File: src/rtl/vga_timing_gen.sv
// Raster timing source: pixel/line counters with registered coords, syncs, active flag and strobes.
// Optional macro VGA_PIPE_ALIGN_EN delays HS/VS/ACTIVE by PIPE_DLY enabled pixels.
module vga_timing_gen #(
  parameter int H_ACTIVE = 1280,
  parameter int H_FP     = 48,
  parameter int H_SYNC   = 112,
  parameter int H_BP     = 248,
  parameter int V_ACTIVE = 1024,
  parameter int V_FP     = 1,
  parameter int V_SYNC   = 3,
  parameter int V_BP     = 38,
  parameter int H_POL    = 1,
  parameter int V_POL    = 1,
  parameter int PIPE_DLY = 2
) (
  input  logic        CLK_VGA,
  input  logic        RESET,
  input  logic        PIX_CE,
  output logic [11:0] VGA_horzCoord,
  output logic [11:0] VGA_vertCoord,
  output logic        VGA_ACTIVE,
  output logic        VGA_HS,
  output logic        VGA_VS,
  output logic        FRAME_START,
  output logic        LINE_END
);

  localparam int H_TOTAL = H_ACTIVE + H_FP + H_SYNC + H_BP;
  localparam int V_TOTAL = V_ACTIVE + V_FP + V_SYNC + V_BP;

  localparam logic [11:0] H_LAST     = 12'(H_TOTAL - 1);
  localparam logic [11:0] V_LAST     = 12'(V_TOTAL - 1);
  localparam logic [11:0] H_ACT_END  = 12'(H_ACTIVE);
  localparam logic [11:0] V_ACT_END  = 12'(V_ACTIVE);
  localparam logic [11:0] HS_START   = 12'(H_ACTIVE + H_FP);
  localparam logic [11:0] HS_END     = 12'(H_ACTIVE + H_FP + H_SYNC);
  localparam logic [11:0] VS_START   = 12'(V_ACTIVE + V_FP);
  localparam logic [11:0] VS_END     = 12'(V_ACTIVE + V_FP + V_SYNC);
  localparam logic        H_ASSERT   = (H_POL != 0);
  localparam logic        V_ASSERT   = (V_POL != 0);

  // Reject configurations the 12-bit counters cannot represent.
  if (H_TOTAL > 4096 || V_TOTAL > 4096) begin : g_bad_total
    $error("vga_timing_gen: H_TOTAL/V_TOTAL exceed 4096");
  end
  if (H_ACTIVE == 0 || H_FP == 0 || H_SYNC == 0 || H_BP == 0 ||
      V_ACTIVE == 0 || V_FP == 0 || V_SYNC == 0 || V_BP == 0) begin : g_bad_width
    $error("vga_timing_gen: timing width parameter is zero");
  end
  if (PIPE_DLY < 1 || PIPE_DLY > 8) begin : g_bad_dly
    $error("vga_timing_gen: PIPE_DLY outside 1..8");
  end

  logic [11:0] horz_reg, vert_reg;
  logic [11:0] horz_next, vert_next;
  logic        act_reg, hs_reg, vs_reg;
  logic        act_next, hs_next, vs_next;
  logic        frame_start_reg, line_end_reg;
  logic        line_wrap;

  // Flags decode from the next coordinates so they register alongside them.
  always_comb begin
    line_wrap = (horz_reg == H_LAST);
    horz_next = line_wrap ? 12'd0 : horz_reg + 12'd1;
    vert_next = vert_reg;
    if (line_wrap) begin
      vert_next = (vert_reg == V_LAST) ? 12'd0 : vert_reg + 12'd1;
    end
    act_next = (horz_next < H_ACT_END) && (vert_next < V_ACT_END);
    hs_next  = ((horz_next >= HS_START) && (horz_next < HS_END)) ? H_ASSERT : ~H_ASSERT;
    vs_next  = ((vert_next >= VS_START) && (vert_next < VS_END)) ? V_ASSERT : ~V_ASSERT;
  end

  always_ff @(posedge CLK_VGA or posedge RESET) begin
    if (RESET) begin
      horz_reg        <= H_LAST;
      vert_reg        <= V_LAST;
      act_reg         <= 1'b0;
      hs_reg          <= ~H_ASSERT;
      vs_reg          <= ~V_ASSERT;
      frame_start_reg <= 1'b0;
      line_end_reg    <= 1'b0;
    end else if (PIX_CE) begin
      horz_reg        <= horz_next;
      vert_reg        <= vert_next;
      act_reg         <= act_next;
      hs_reg          <= hs_next;
      vs_reg          <= vs_next;
      frame_start_reg <= (horz_next == 12'd0) && (vert_next == 12'd0);
      line_end_reg    <= (horz_next == H_LAST);
    end else begin
      // Strobes mark a single enabled pixel; they never stretch across stalls.
      frame_start_reg <= 1'b0;
      line_end_reg    <= 1'b0;
    end
  end

  assign VGA_horzCoord = horz_reg;
  assign VGA_vertCoord = vert_reg;
  assign FRAME_START   = frame_start_reg;
  assign LINE_END      = line_end_reg;

`ifdef VGA_PIPE_ALIGN_EN
  localparam logic [2:0] STAGE_IDLE = {1'b0, ~V_ASSERT, ~H_ASSERT};

  // Each stage holds {active, vs, hs}; the chain only moves on enabled pixels.
  for (genvar gi = 0; gi < PIPE_DLY; gi++) begin : g_stage
    logic [2:0] stage_reg;
    logic [2:0] stage_in;
    if (gi == 0) begin : g_head
      assign stage_in = {act_reg, vs_reg, hs_reg};
    end else begin : g_tail
      assign stage_in = g_stage[gi-1].stage_reg;
    end
    always_ff @(posedge CLK_VGA or posedge RESET) begin
      if (RESET) begin
        stage_reg <= STAGE_IDLE;
      end else if (PIX_CE) begin
        stage_reg <= stage_in;
      end
    end
  end

  assign {VGA_ACTIVE, VGA_VS, VGA_HS} = g_stage[PIPE_DLY-1].stage_reg;
`else
  assign VGA_ACTIVE = act_reg;
  assign VGA_HS     = hs_reg;
  assign VGA_VS     = vs_reg;
`endif

endmodule

File: config.mk
export PLATFORM = sky130hd
export DESIGN_NAME = vga_timing_gen
export DESIGN_NICKNAME = d
export VERILOG_FILES = /design/src/rtl/vga_timing_gen.sv
export SDC_FILE = /design/constraint.sdc
export NUM_CORES = 1
export LEC_CHECK = 0
export ABC_AREA = 1
export BUFFER_PORTS_ARGS = -buffer_cell sky130_fd_sc_hd__buf_2
export CAP_MARGIN = 10
export CORE_UTILIZATION = 60
export CTS_CLUSTER_SIZE = 16
export DETAILED_ROUTE_END_ITERATION = 12
export GPL_TIMING_DRIVEN = 0
export HOLD_SLACK_MARGIN = 0.05
export MAX_ROUTING_LAYER = met4
export PLACE_DENSITY = 0.81
export SLEW_MARGIN = 20
export SYNTH_ARGS = -nofsm -noshare
export SYNTH_HDL_FRONTEND = slang
export SYNTH_SLANG_ARGS = --single-unit
File: constraint.sdc
create_clock -name CLK_VGA -period 4.85 [get_ports CLK_VGA]
set_clock_uncertainty 0.1 [all_clocks]
set_input_delay 0.97 -clock CLK_VGA [delete_from_list [all_inputs] [get_ports CLK_VGA]]
set_output_delay 0.97 -clock CLK_VGA [all_outputs]
set_load 0.005 [all_outputs]
==> results.ini, run 1 <==
[clock_tree]
tritoncts = yes
cts_inserted_buffers = 5
clockBufferDepth = 2
clockRootBuffer = clkbuf_4
post_cts.repair.setup_buffers = 0
cts_sinks = 29
cts_hold_buf = 0
cts.clk_slew.worst_paths_ns = 0.08
cts_resized = 0
worst_skew_pair.late_latency_ns = 0.34
htree_levels = 2

[run_status]
status = complete, no violations

[logic_synthesis]
yosys_warnings = 0
syn_inst = 312
synth_area_um2 = 2140
syn-num-nets = 320
avgSynthCellArea_um2 = 6.87
synth-seq-area-share_pct = 34.5
ys_types = 33
ys_seq_elements = 29

[timing]
rsz0062_at_grt = false
setup_tns_ns = 0
fmax_mhz = 437
relSlewSlack_pct = 59.9
post-route-period-util_pct = 47.1
timing_worst_slew_pin_value_ns = 0.601
finalHoldViolCount = 0
setup_viol = 0
min_period_ns = 2.29
final-max-slew-violation-count = 0
hold_slack_ns = 0.382

[worst_hold_path]
min_path_type = register to register

[power]
power.share.combinational_pct = 37.5
ir_drop_v = 0.000201
p_sw_share_pct = 42.8
leakage_nw = 1.15
power.density_nw_per_um2 = 357
clockPowerShare_pct = 17.6
power.switching_mw = 0.368
internal_power_mw = 0.492
power_frac_seq_pct = 44.9

[global_routing]
grt_max_degree = 30
grt_overflow = 0
grt_pass1_wl_um = 8020
antenna_found_initial = 0
grt_usage_pct = 30.7
grt_pass1_vias = 1749

[drt]
vias_per_cell = 5.39
routed-wl-met2_um = 2260
wl_per_cell_um = 13.0
drc = 0
wl_met3_um = 466
topRoutingLayerUsed = met4
detail-route-antenna-nets = 0
num_vias = 2130
drt_iter0_markers = 178
dr.pass1.iters = 5
m1WireLength_um = 2320
wl_um = 5150

[finish]
drive_above_1_share_pct = 23.2
area_growth_pct = 12.3
nets = 357
diodes = 0
n_fill_cell = 301

[setup_path]
worstPathRequired_ns = 5.01
worstPathArrival_ns = 2.45
end_kind = register
start_kind = register
cp_max_fo = 10
crit_type = register to register

[placement]
finalWeightedCongestion = 0.919
port-buffer-count = 30
place_hpwl_um = 3890

[die]
initial_core_util_pct = 63.2
core-area_um2 = 3390
rows = 21
boundaryPins = 32
die_area_um2 = 3810
die_w_um = 61.8
fp.dieH_um = 61.8

[flow_run]
cap_violations = 0

-- stage by stage --
stage	instance area (µm²)	power, mW	worst slack (ns)	utilization, %	cells
floorplan	2140	0.600	2.82	-	312
global placement	2350	0.697	2.39	69.3	388
detailed placement	2350	0.707	2.41	69.3	388
CTS	2400	0.861	2.58	70.9	395
global route	2400	0.933	2.35	70.9	395
finish	2400	0.859	2.56	70.9	395
-- registers in the layout, summed over array words and instances, names as in the netlist --
signal	count
FRAME_START	1
LINE_END	1
VGA_HS	1
VGA_VS	1
VGA_horzCoord	12
VGA_ACTIVE	1
VGA_vertCoord	12
-- final cells by class --
cell class / instances / area, µm² / area share, %
Multi-Input combinational cell: 235 / 1200 / 50.0
Sequential cell: 29 / 739 / 30.7
Timing Repair Buffer: 30 / 150 / 6.24
Inverter: 39 / 146 / 6.09
Tap cell: 46 / 57.6 / 2.39
Clock buffer: 7 / 55.1 / 2.29
Buffer: 9 / 53.8 / 2.24
-- routing by layer --
layer	track usage [%]	up-vias
li1	-	1067
met1	44.1	953
met2	43.5	99
met3	5.80	11
met4	10.5	0
met5	-	-
-- cell usage after synthesis --
cell type | number | area share, %
inv_2 | 5 | 0.88
nor2_4 | 4 | 2.1
dfrtp_1 | 18 | 21
buf_4 | 1 | 0.35
buf_6 | 2 | 1.1
clkbuf_1 | 4 | 0.70
nand3_2 | 4 | 1.9
nor2_2 | 5 | 1.5
buf_2 | 1 | 0.23
nand3b_1 | 1 | 0.35
o21ai_0 | 26 | 6.1
nand3_1 | 30 | 7.0
nor3_1 | 3 | 0.70
xor2_2 | 1 | 0.76
or2_1 | 1 | 0.29
inv_1 | 32 | 5.6
nand4_1 | 7 | 2.0
ha_1 | 5 | 2.9
dfstp_2 | 11 | 13
nor3b_1 | 1 | 0.35
xor2_1 | 4 | 1.6
o21ai_1 | 1 | 0.23
clkinv_1 | 2 | 0.35
nand2_1 | 97 | 17
nand2_2 | 7 | 2.0
nand3_4 | 1 | 0.82
buf_1 | 1 | 0.18
nor3_4 | 2 | 1.5
o21a_1 | 2 | 0.70
o21bai_1 | 1 | 0.35
o211ai_1 | 1 | 0.35
nor2_1 | 29 | 5.1
a21oi_1 | 2 | 0.47
-- power groups by stage --
stage | Combinational, mW | Clock [mW] | Sequential [mW]
finish | 0.322 | 0.151 | 0.385
global route | 0.372 | 0.164 | 0.397
global placement | 0.311 | 0 | 0.386
floorplan | 0.221 | 0 | 0.379
detailed placement | 0.318 | 0 | 0.389
CTS | 0.319 | 0.157 | 0.385
-- layout by cell type (no fill, tap or decap), types with 2 or more instances in the layout --
cell,instances
nor2_1,29
ha_1,5
nand2_2,7
nor3_4,2
inv_1,31
o21a_1,2
a21oi_1,2
xor2_1,4
buf_6,2
clkbuf_4,5
dfstp_2,11
inv_2,6
nand4_1,7
clkinv_1,2
o21ai_0,26
nor3_1,3
nand2_1,97
nand3_1,30
nor2_2,5
clkbuf_1,5
nor2_4,4
buf_2,31
nand3_2,4
dfrtp_1,18
-- logic make-up (layout without fill, tap and decap cells) --
group	count (synthesis)	in the layout	synth area share, %
AOI/OAI and AO/OA	33	33	8.18
xor gates and xnor gates	5	5	2.39
adders and majority gates	5	5	2.92
buffers and inverters	48	85	9.35
DFF	29	29	34.5
and+or+nand+nor	192	192	42.6
-- critical path, cell delays in order, from the launching register on --
cell      delay (ns)
dfstp_2         0.58
ha_1            0.26
nand2_2         0.13
clkinv_1        0.11
nand3_2         0.09
nor2_4          0.13
buf_6           0.15
nand2_1         0.07
xor2_1          0.16
nand3_1         0.12
nor2_2          0.18
inv_2           0.05
nor2_2          0.10
-- worst paths after layout --
path / start / endpoint / slack (ns) / cells past startpoint
max in group asynchronous: RESET / VGA_horzCoord[3] / 3.66 / 2
setup / recovery: VGA_horzCoord[1] / FRAME_START / 2.56 / 12
hold reg to reg: VGA_ACTIVE / VGA_ACTIVE / 0.38 / 2
min in group asynchronous: RESET / VGA_horzCoord[11] / 0.59 / 2
setup reg to reg: VGA_horzCoord[1] / FRAME_START / 2.56 / 12
hold / removal: VGA_ACTIVE / VGA_ACTIVE / 0.38 / 2
No activity file was read; power rests on OpenSTA's default activity.
==> run 2, diff against run 1 <==
ABC_AREA = 0   (was 1)
CORE_UTILIZATION = 51   (was 60)
PLACE_DENSITY = 0.74   (was 0.81)
clock period = 1.85 ns   (was 4.85 ns; I/O delays follow)
==> run 2 against run 1 <==
  * Register-to-register slack got worse by 3.3 ns
  * Design area increased by 22%
  * Non-clock buffer count grew 27
  * First-iteration DRC count down 28%
  * Worst hold slack lost 0.33 ns
  * Synthesized cell count down 28%
  * Combinational power rose to 2.7 times the previous value
  * Sequential power grew 120%
  * Critical endpoint unchanged
  * Setup slack worse by 3.3 ns
  * Cell count down 16%
  * The run now ends with setup timing left
  * Core utilization rose by 9.0 points
  * Sequential share of layout area is 5.4 points lower
==> results.ini, run 2 <==
[setup_path]
start_kind = register
worstPathArrival_ns = 2.70  ; +0.25 ns
end_kind = register
worstPathRequired_ns = 1.94  ; -3.07 ns
r2r_cells = 7  ; -5
crit_type = register to register
cp_max_fo = 9  ; -1

[finish]
diodes = 0  ; unchanged
n_fill_cell = 232  ; -23%
fin_area_um2 = 2930  ; +22%
nets = 291  ; -18%
drive_above_1_share_pct = 51.4  ; +28 points
final_cell_mix = 33 x buf_2, 19 x nand2_1, 18 x buf_4, 17 x dfrtp_1, 15 x nor2_1
multi_input_area_um2 = 1530  ; +27%
regArea_um2 = 741  ; +0.17%
final_common_cell = buf_2
fin_util_pct = 79.9  ; +9.0 points
area_growth_pct = 49.7

[logic_synthesis]
synth_edf_count = 0  ; unchanged
avgSynthCellArea_um2 = 8.72  ; +27%
ys_async_sr_fraction_pct = 100  ; unchanged
synth_most_common_cell = nand2_1
syn_inst = 224  ; -28%
yosys_warnings = 0  ; unchanged
syn-num-nets = 232  ; -28%
synth-seq-area-share_pct = 37.8  ; +3.3 points
yosys.area.top_type = dfrtp_1
yosys-top-cells-count = 23 x nand2_1, 21 x nor2_1, 18 x dfrtp_1
ys_types = 54  ; +64%
synth_area_um2 = 1950  ; -8.8%
synth.top_cell.area_share_pct = 23.0  ; +2.0 points
ys.flop_type = dfrtp_1
ys_seq_elements = 29  ; unchanged
synth_top_cells_by_area = dfrtp_1 23%, dfstp_2 15%, xnor2_1 6.3%, nand2_1 4.4%, nor2_1 4.0%

[global_routing]
grt_usage_pct = 29.4  ; -1.3 points
grt_max_degree = 30  ; unchanged
grt.busiest_layer = met2
grt_pass1_vias = 1801  ; +3.0%
use_met1_pct = 42.1  ; -2.0 points
grtUsageMet2_pct = 42.4  ; -1.1 points
grt_use_met3_pct = 4.46  ; -1.3 points
grt_pass1_wl_um = 8890  ; +11%
antenna_found_initial = 0  ; unchanged
grt_overflow = 0  ; unchanged

[timing]
final-max-slew-violation-count = 0  ; unchanged
rsz0062_at_grt = true
fmax_mhz = 384  ; -12%
min_period_ns = 2.60  ; +0.315 ns
setup_viol = 22  ; +22
finalHoldViolCount = 0  ; unchanged
fin_ws_ns = -0.752  ; -3.32 ns
setup_tns_ns = -7.48  ; -7.48 ns
relSlewSlack_pct = 55.3  ; -4.6 points
post-route-period-util_pct = 141  ; +94 points
timing_worst_slew_pin_value_ns = 0.670  ; +0.0692 ns

[power]
p_total_mw = 2.27  ; +160%
power.density_nw_per_um2 = 776  ; +120%
ir_drop_v = 0.000712  ; +260%
leakage_nw = 1.19  ; +3.5%

[run_status]
status = finished with violations
violations = setup timing

[drt]
drt_iter0_markers = 129  ; -28%
wl_per_cell_um = 17.7  ; +36%
vias_per_cell = 5.97  ; +11%
dr.pass1.iters = 4  ; -1
num_vias = 1982  ; -6.9%
wl_um = 5870  ; +14%
drc = 0  ; unchanged
detail-route-antenna-nets = 0  ; unchanged

[clock_tree]
clockRootBuffer = clkbuf_8
cts.clk_slew.worst_paths_ns = 0.07  ; about the same
cts_hold_buf = 0  ; unchanged
cts_inserted_buffers = 5  ; unchanged
clockBufferDepth = 2  ; unchanged
htree_levels = 2  ; unchanged
worst_skew_pair.late_latency_ns = 0.28  ; -0.06 ns
tritoncts = yes
cts_sinks = 29  ; unchanged

[placement]
placed_area_um2 = 2320  ; -1.3%
finalWeightedCongestion = 0.942  ; +2.5%
port-buffer-count = 30  ; unchanged
place_hpwl_um = 3500  ; -10%

[flow_run]
cap_violations = 0  ; unchanged

[die]
initial_core_util_pct = 53.4  ; -9.8 points
core-area_um2 = 3660  ; +8.0%
die_w_um = 63.9  ; +3.5%
die_area_um2 = 4080  ; +7.1%
rows = 22  ; +4.8%
boundaryPins = 32  ; unchanged
fp.dieH_um = 63.9  ; +3.5%

[worst_hold_path]
min_path_type = primary input to async pin

-- run 2: changes by cell type in the layout (fill, tap and decap cells not counted), sizes merged, moves of 4 or more --
cell,before,now
nor4,0,5
nand3,35,12
o21ai,27,14
nor3,5,9
nor2,38,21
inv,37,8
buf,35,62
nand2,104,23
xnor2,0,14
o31ai,0,4
and3,0,6
-- run 2: cell families (layout without fill, tap and decap cells) --
family                     after synthesis  count (layout)  share of synthesized area [%]
buffers and inverters                   23              83                           5.19
and+or+nand+nor                        102             102                           28.6
muxes                                    3               3                           1.66
adders and majority gates                5               5                           3.20
AOI/OAI and AO/OA                       43              43                           15.0
DFF                                     29              29                           37.8
xor gates and xnor gates                19              19                           8.51
-- run 2: metrics by stage --
step	hold slack, ns	instances	setup WS [ns]
floorplan	0.340	224	-0.618
global placement	0.379	302	-0.786
detailed placement	0.375	302	-0.778
CTS	0.289	322	-0.670
global route	0.122	332	-0.860
finish	0.0483	332	-0.752
-- run 2: routing by layer --
layer,part of all wire [%],up-vias,routed length (µm)
li1,-,923,-
met1,43,957,2510
met2,48,85,2790
met3,7.4,17,436
met4,2.2,0,130
met5,0,-,0
-- run 2: final timing paths --
check | to | slack [ns] | start
worst max-delay path | FRAME_START | -0.75 | VGA_vertCoord[6]
worst min-delay path | VGA_vertCoord[6] | 0.05 | RESET
worst max register to register | FRAME_START | -0.75 | VGA_vertCoord[6]
worst min register to register | VGA_VS | 0.40 | VGA_VS
max in group asynchronous | VGA_vertCoord[1] | 1.16 | RESET
min in group CLK_VGA | VGA_VS | 0.40 | VGA_VS
-- run 2: critical path, cell delays in order, from the launching register on --
cell	delay [ns]
dfrtp_1	0.49
nor3_1	0.48
and3_1	0.25
buf_6	0.14
or4_1	0.11
o211ai_1	0.12
or4_4	0.57
nor4_4	0.25
-- run 2: where the power goes --
group | internal [mW] | leakage, nW | switching, mW | total [mW]
registers | 0.740 | 0.354 | 0.107 | 0.847
logic | 0.440 | 0.790 | 0.445 | 0.885
clock network | 0.303 | 0.0455 | 0.237 | 0.539
total | 1.48 | 1.19 | 0.788 | 2.27
-- run 2: layout make-up --
class / count / area share, %
Buffer: 11 / 3.42
Clock buffer: 8 / 3.08
Inverter: 9 / 1.15
Multi-Input combinational cell: 172 / 52.4
Sequential cell: 29 / 25.3
Tap cell: 48 / 2.05
Timing Repair Buffer: 55 / 12.6
-- run 2: repair_timing --
item	CTS	global route
pin swaps	12	16
resized for setup	26	52
setup buffers	14	11
endpoints found under the setup margin	23	22
hold endpoints to repair	0	0
